[src/rtl/csr_counter_bank.sv]
// Machine counter CSR bank: mcycle, minstret and mhpmcounter3.. with
// mcountinhibit gating, sticky overflow status and read-only shadows.
module csr_counter_bank #(
  parameter int CNT_W = 64,
  parameter int N_HPM = 2
) (
  input  logic             clk,
  input  logic             rst,
  input  logic             csr_ren,
  input  logic [11:0]      csr_raddr,
  output logic [31:0]      csr_rdata,
  input  logic             csr_wen,
  input  logic [11:0]      csr_waddr,
  input  logic [31:0]      csr_wdata,
  input  logic [1:0]       csr_op,
  input  logic             inst_done,
  input  logic [N_HPM-1:0] hpm_event,
  output logic             csr_illegal,
  output logic             csr_wr_err
);

  // Counter k lives at address offset / status bit 0 (k=0) or k+1 (k>=1).
  localparam int N_CNT = N_HPM + 2;
  localparam logic [31:0] BANK_MASK = 32'h1 | (((32'h1 << (N_HPM + 1)) - 32'h1) << 2);

  typedef struct packed {
    logic       mapped;
    logic       is_cnt;
    logic       is_inh;
    logic       is_ovf;
    logic       hi;
    logic [3:0] idx;
  } dec_t;

  function automatic dec_t decode(input logic [11:0] a);
    dec_t       d;
    logic [4:0] off;
    d   = '0;
    off = a[4:0];
    if (a == 12'h320) begin
      d.mapped = 1'b1;
      d.is_inh = 1'b1;
    end else if (a == 12'h7C0) begin
      d.mapped = 1'b1;
      d.is_ovf = 1'b1;
    end else if ((a[11:8] == 4'hB || a[11:8] == 4'hC) && a[6:5] == 2'b00) begin
      if (off == 5'd0) begin
        d.mapped = 1'b1;
        d.idx    = 4'd0;
      end else if (off >= 5'd2 && int'(off) <= N_HPM + 2) begin
        d.mapped = 1'b1;
        d.idx    = 4'(off - 5'd1);
      end
      d.is_cnt = d.mapped;
      d.hi     = a[7];
    end
    return d;
  endfunction

  function automatic logic [31:0] apply_op(input logic [1:0] op, input logic [31:0] old,
                                           input logic [31:0] wd);
    case (op)
      2'b00:   return wd;
      2'b01:   return old | wd;
      default: return old & ~wd;
    endcase
  endfunction

  // High-half results are truncated to the counter width on the way back.
  function automatic logic [CNT_W-1:0] write_half(input logic [CNT_W-1:0] old, input logic hi,
                                                  input logic [1:0] op, input logic [31:0] wd);
    logic [63:0] w;
    w = 64'(old);
    if (hi) w[63:32] = apply_op(op, w[63:32], wd);
    else    w[31:0]  = apply_op(op, w[31:0], wd);
    return w[CNT_W-1:0];
  endfunction

  logic [CNT_W-1:0] cnt_q [N_CNT];
  logic [CNT_W-1:0] cnt_d [N_CNT];
  logic [31:0]      inhibit_q, inhibit_d;
  logic [31:0]      ovf_q, ovf_d;
  logic             wr_err_q, wr_err_d;

  dec_t             rdec, wdec;
  logic             wr_ok;
  logic [63:0]      rd_wide;
  logic [N_CNT-1:0] ev;
  logic [31:0]      wrap;
  logic [31:0]      ovf_clr;

  always_comb begin
    rdec      = decode(csr_raddr);
    rd_wide   = '0;
    for (int k = 0; k < N_CNT; k++) begin
      if (rdec.idx == 4'(k)) rd_wide = 64'(cnt_q[k]);
    end
    csr_rdata = '0;
    if (csr_ren && rdec.mapped) begin
      if (rdec.is_inh)      csr_rdata = inhibit_q;
      else if (rdec.is_ovf) csr_rdata = ovf_q;
      else if (rdec.hi)     csr_rdata = rd_wide[63:32];
      else                  csr_rdata = rd_wide[31:0];
    end
  end

  always_comb begin
    wdec        = decode(csr_waddr);
    wr_ok       = csr_wen && wdec.mapped && (csr_waddr[11:8] != 4'hC) && (csr_op != 2'b11);
    csr_illegal = (csr_ren && !rdec.mapped) || (csr_wen && !wr_ok);
    wr_err_d    = csr_wen && !wr_ok;

    ev   = {hpm_event, inst_done, 1'b1};
    wrap = '0;
    for (int k = 0; k < N_CNT; k++) begin
      cnt_d[k] = cnt_q[k];
      // A CSR write takes the place of this cycle's increment.
      if (wr_ok && wdec.is_cnt && wdec.idx == 4'(k)) begin
        cnt_d[k] = write_half(cnt_q[k], wdec.hi, csr_op, csr_wdata);
      end else if (ev[k] && !inhibit_q[(k == 0) ? 0 : k + 1]) begin
        cnt_d[k] = cnt_q[k] + CNT_W'(1);
        wrap[(k == 0) ? 0 : k + 1] = &cnt_q[k];
      end
    end

    inhibit_d = inhibit_q;
    if (wr_ok && wdec.is_inh) inhibit_d = apply_op(csr_op, inhibit_q, csr_wdata) & BANK_MASK;

    ovf_clr = '0;
    if (wr_ok && wdec.is_ovf && csr_op != 2'b01) ovf_clr = csr_wdata;
    ovf_d = ((ovf_q & ~ovf_clr) | wrap) & BANK_MASK;
  end

  always_ff @(posedge clk or posedge rst) begin
    if (rst) begin
      for (int k = 0; k < N_CNT; k++) cnt_q[k] <= '0;
      inhibit_q <= '0;
      ovf_q     <= '0;
      wr_err_q  <= 1'b0;
    end else begin
      for (int k = 0; k < N_CNT; k++) cnt_q[k] <= cnt_d[k];
      inhibit_q <= inhibit_d;
      ovf_q     <= ovf_d;
      wr_err_q  <= wr_err_d;
    end
  end

  assign csr_wr_err = wr_err_q;

endmodule
[config.mk]
export PLATFORM = sky130hd
export DESIGN_NAME = csr_counter_bank
export DESIGN_NICKNAME = d
export VERILOG_FILES = /design/src/rtl/csr_counter_bank.sv
export SDC_FILE = /design/constraint.sdc
export NUM_CORES = 1
export LEC_CHECK = 0
export CORE_ASPECT_RATIO = 0.8
export CORE_MARGIN = 1
export CORE_UTILIZATION = 40
export CTS_CLUSTER_DIAMETER = 30
export DETAILED_ROUTE_END_ITERATION = 8
export PLACE_DENSITY = 0.61
export SLEW_MARGIN = 20
export SYNTH_ARGS = -nofsm -noshare
export SYNTH_HDL_FRONTEND = slang
export SYNTH_SLANG_ARGS = --single-unit
[constraint.sdc]
create_clock -name clk -period 9.5 [get_ports clk]
set_input_delay 1.9 -clock clk [delete_from_list [all_inputs] [get_ports clk]]
set_output_delay 1.9 -clock clk [all_outputs]
set_load 0.01 [all_outputs]
* After elaboration in Yosys (flattened, before gate mapping)
Index checks and enable logic that the tools add are counted.
W data, S select, Z words.
** Word-level totals
- Flip-flop bits (word level) :: 265
- Bits of input ports :: 65
- Output and inout bits :: 34
- Logic and storage cells :: 189
** Operators by class
- Add/subtract/negate cells :: 6
- Order comparisons :: 4
- Eq/ne operators :: 27
- Mux-type cells :: 68
- Bitwise gates (word level) :: 22
- Reduce and logical (&&, ||, !) cells :: 51
** Operator list (number)
- $mux W64 :: 12
- $pmux W32 S2 :: 8
- $mux W32 :: 12
- $add A64 B1 Y64 const B :: 4
- $and A32 B32 Y32 :: 8
- $or A32 B32 Y32 :: 8
- $reduce_and A64 Y1 :: 4
- $not A32 Y32 :: 1
- $mux W5 :: 5
- $eq A12 B10 Y1 const B :: 2
- $eq A12 B11 Y1 const B :: 2
- $mux W1 :: 22
- $logic_and A1 B1 Y1 :: 21
- $ne A2 B2 Y1 const B :: 9
- $eq A4 B2 Y1 const B :: 4
- $eq A4 B4 Y1 const B :: 4
- $mux W4 :: 4
- $reduce_and A2 Y1 :: 8
- $mux W6 :: 2
- $and A5 B5 Y5 :: 2
- $ge A5 B2 Y1 const B :: 2
- $le A5 B3 Y1 const B :: 2
- $logic_not A5 Y1 :: 2
- $or A5 B5 Y5 :: 2
- other kinds (13) :: 28

* Logic depth before layout (Yosys ltp)
- Word-level depth :: 16
- Depth in mapped cells :: 12
- Gate-level depth less buffers :: 9

* Least setup slack after synthesis
OpenSTA, ideal clock, no wires.
- Path kind :: input to output
- Start point :: input csr_raddr[0]
- End point :: output csr_rdata[10]
- Arrival :: 4194 ps
- Required time :: 7600 ps
- Slack :: 3406 ps
- Stages :: 10
- Path buffers :: 1
- Cell sequence :: inv_1 > ha_1 > or3b_2 > a2111oi_2 > and2_1 > nand2_1 > clkbuf_1 > o22ai_1 > nor2_1 > a311oi_1
** Between the ends
- Word-level cells in the longest chain between the ends :: 16
- Elaborated cells between the ends (all ways) :: 32
- Those cells by class :: 1 x add/sub; 2 x order compare; 5 x eq/ne; 20 x mux; 4 x reduce/logical
** Ends and longest elaborated chain
- start: declaration :: line 10 : input logic [11:0] csr_raddr,
- $ge A5 B2 Y1 / $le A5 B3 Y1 (equally long branches) :: line 50 : end else if (off >= 5'd2 && int'(off) <= N_HPM + 2) begin
- $logic_and A1 B1 Y1 :: line 50
- $mux W4 :: line 50
- $mux W4 :: line 47 : if (off == 5'd0) begin
- $mux W5 :: line 46 : end else if ((a[11:8] == 4'hB || a[11:8] == 4'hC) && a[6:5] == 2'b00) begin
- $mux W5 :: line 43 : end else if (a == 12'h7C0) begin
- $mux W6 :: line 40 : if (a == 12'h320) begin
- $logic_not A4 Y1 :: line 96 : if (rdec.idx == 4'(k)) rd_wide = 64'(cnt_q[k]);
- $mux W64 (4 in a row) :: line 96
- $mux W32 :: line 102 : else if (rdec.hi) csr_rdata = rd_wide[63:32];
- $mux W32 :: line 101 : else if (rdec.is_ovf) csr_rdata = ovf_q;
- $mux W32 :: line 100 : if (rdec.is_inh) csr_rdata = inhibit_q;
- $mux W32 (*) :: line 99 : if (csr_ren && rdec.mapped) begin
- end: declaration :: line 11 : output logic [31:0] csr_rdata,
Mark *: on every way between the ends. The rest lies on a longest branch, timed or not.

* Final worst setup path
- Start point :: input csr_raddr[0]
- End point :: output csr_rdata[25]
Same word-level chain as after synthesis.

==> impl_metrics.csv <==
group,metric,value,unit
grt,grt_usage,0.501,
flow_run,drv_cap,0,
clocking,cts.sinks,265,
critical_path,worstPathRequired,7.60,ns
grt,grt_pass1_vias,23900,
synthesis,synth_xor_area_frac,0.0147,
synthesis,yosysSeqAreaShare,0.319,
die,dieArea,52900,um^2
final_layout,stdcell_area,25600,um^2
routing,routedWlPerCell,38.5,um
sta,min_period,8.68,ns
synthesis,ys.flop_type,"dfrtp_1",
routing,drc_errors,0,
sta,timing.fmax,115,MHz
synthesis,synth.distinct_cells,90,
clocking,cts.hold.buffers_added,0,
die,placementRows,74,
clocking,clk_pin_slew,0.04,ns
sta,rsz0062_at_grt,"false",
routing,drt-total-wl,135,mm
synthesis,yosys.area.top_type,"dfrtp_1",
min_path,hold_path.class,"reg2reg",
sta,clock_skew,0.0247,ns
synthesis,ys_warn_count,0,
sta,max_slew_margin,0.0941,
synthesis,synthSimpleGateAreaFrac,0.284,
grt,gr-total-overflow,0,
critical_path,start_kind,"input pin",
clocking,cts_root_buf,"clkbuf_16",
synthesis,synth_top_family_by_area,"compound AO/OA/AOI/OAI gates",
clocking,cts_setup_buffers,0,
clocking,clock_latency,0.64,ns
placement,portBuffers,98,
die,die_h,206,um
grt,grt_pass1_wl,186,mm
critical_path,crit_arrival,6.78,ns
grt,antenna_found_initial,15,
sta,finalSetupViolCount,0,
synthesis,synth_fp_nets,2753,
final_layout,num-nets-final,2816,
placement,routabilityCongestion,1.17,
sta,tightest_slew,1.36,ns
synthesis,synth_area_leaders,"dfrtp_1 32%, nand2_1 6.8%, o21ai_0 4.6%",
die,io_pins,99,
grt,grt_max_degree,100,
routing,vias_per_cell,7.59,
routing,dr.pass1.iters,7,
critical_path,critical_path_class,"in2out",
synthesis,synth_compound_area_frac,0.293,
routing,drtIter0Drc,4766,
synthesis,syn-instance-count,2680,
die,core,51200,um^2
critical_path,crit_fanout,27,
synthesis,synth_top_area_frac,0.319,
final_layout,fillers,5033,
routing,antenna_left,0,
clocking,h-tree-depth,3,
die,initial_core_util,0.406,
final_layout,syn_to_final_growth,23.0,%
placement,place_area,22500,um^2
routing,dr_total_vias,26700,
synthesis,synthMuxAreaShare,0.0389,
sta,drv_slew,0,
final_layout,drive_above_1_share,0.111,
die,die_x,257,um
synthesis,synth_edf_count,0,
critical_path,cp-end-kind,"output pin",
synthesis,avgSynthCellArea,7.76,um^2
clocking,cts_resized,0,
synthesis,async_reset_ff_frac,1.00,
synthesis,yosys.area_share.adder,0.00481,
power,ir_drop,153,uV
synthesis,ys_seq_elements,265,
sta,setup_tns,0,ns
sta,finalCritPeriodShare,0.913,
clocking,clockBufferDepth,3,
synthesis,netlist_area,20800,um^2
clocking,cts_tree,"yes",
power,power_density,198,nW/um^2
placement,hpwl,96.1,mm
clocking,numCtsBuffers,87,
power,p_leak,9.06,nW
sta,hold_violations,0,
run_status,outcome,"complete, no violations",
-- path summary, 6_finish.rpt --
path	slack [ns]	endpoint	start	cells after the start
worst max-delay path	0.82	csr_rdata[25]	csr_raddr[0]	11
worst min-delay path	0.51	cnt_q[186]$_DFFE_PP0P_	cnt_q[186]$_DFFE_PP0P_	1
worst max register to register	5.37	cnt_q[56]$_DFFE_PP0P_	cnt_q[0]$_DFFE_PP0P_	8
worst min register to register	0.51	cnt_q[186]$_DFFE_PP0P_	cnt_q[186]$_DFFE_PP0P_	1
max in group asynchronous	6.09	csr_wr_err$_DFF_PP0_	rst	3
min in group asynchronous	1.80	cnt_q[14]$_DFFE_PP0P_	rst	2
-- report_power, final --
| group | internal [W] | switching, W | total [W] |
|---|---|---|---|
| Combinational | 0.000198 | 0.000473 | 0.000671 |
| Sequential | 0.00121 | 0.000207 | 0.00142 |
| Clock | 0.00209 | 0.000886 | 0.00298 |
-- registers in the layout (all words and copies together) (netlist names) --
register    flops
cnt_q         256
inhibit_q       4
ovf_q           4
csr_wr_err      1
-- layer usage --
layer	vias up	routed length [um]	share of wire	GRT usage
met5	-	231	0.0017	0.0176
met4	18	12200	0.091	0.382
met3	643	23200	0.17	0.260
met2	2503	48800	0.36	0.624
met1	13000	50700	0.38	0.637
li1	10600	-	-	-
-- cells in the final DEF (no fill, tap or decap), types with 19 or more instances in the layout --
cell	count
a211oi_1	24
a21oi_1	120
a22oi_1	27
a311oi_1	27
a31oi_1	59
and3_1	59
and4_1	21
buf_4	70
clkbuf_16	91
clkdlybuf4s50_1	97
clkinv_2	19
dfrtp_1	265
inv_1	35
mux2i_1	64
nand2_1	373
nand3_1	155
nand4_1	84
nor2_1	184
nor2b_1	25
nor3_1	81
nor4_1	38
o211ai_1	108
o21ai_0	190
o221ai_1	71
o22ai_1	45
o311ai_0	30
or3_1	28
xnor2_1	21
-- cell usage after synthesis (all sizes together) (17+ instances only) --
cell type and n:
and4 21, a21oi 122, nand4 87, nor2b 31
nand3 157, o221ai 71, inv 37, a211oi 26
a22oi 27, nand2 378, dfrtp 265, o211ai 108
mux2i 64, and3 59, clkbuf 144, xnor2 21
o22ai 45, and2 17, buf 53, o21ai 195
nor3 86, nor4 45, o311ai 31, a31oi 59
or3 28, a221oi 18, a311oi 27, nor2 200
-- per-stage QoR --
| stage | power [W] | std cells | utilization | hold slack (ns) | setup WS, ns |
|---|---|---|---|---|---|
| 6_report | 0.00507 | 3512 | 0.500 | 0.511 | 0.823 |
| 5_1_grt | 0.00514 | 3497 | 0.499 | 0.524 | 0.803 |
| 4_1_cts | 0.00499 | 3497 | 0.498 | 0.511 | 1.11 |
| 3_5_place_dp | 0.00203 | 3338 | 0.440 | 0.493 | 1.13 |
| 3_3_place_gp | 0.00203 | 3338 | 0.440 | 0.499 | 1.21 |
| 2_1_floorplan | 0.00166 | 2680 | - | 0.447 | 0.303 |
-- logic make-up after synthesis --
| logic type | after synthesis |
|---|---|
| compound gates | 876 |
| buf+inv | 235 |
| flops | 265 |
| xor+xnor | 35 |
| fa+ha+maj | 8 |
| mux | 79 |
| simple gates | 1182 |
-- critical path, cell delays in order --
cell and delay, ns:
clkdlybuf4s50_1 0.65, inv_1 0.13, ha_1 0.27, or3b_2 0.47, a2111oi_2 0.53, and2_1 0.36
nand2_1 0.71, o22ai_1 0.39, nor2_1 0.10, a311oi_1 0.57, clkdlybuf4s50_1 0.68
-- area by class of cell --
| type | instances | area, um^2 | share of cell area |
|---|---|---|---|
| diodes | 15 | 37.5 | 0.00147 |
| clock buffers | 126 | 2580 | 0.101 |
| clock inverters | 33 | 407 | 0.0159 |
| inverters | 38 | 150 | 0.00587 |
| multi-input cells | 2180 | 13400 | 0.522 |
| flip-flops and latches | 265 | 6630 | 0.259 |
| well taps | 684 | 856 | 0.0335 |
| repair buffers | 171 | 1560 | 0.0610 |
Power figures use the tool's default switching activity.
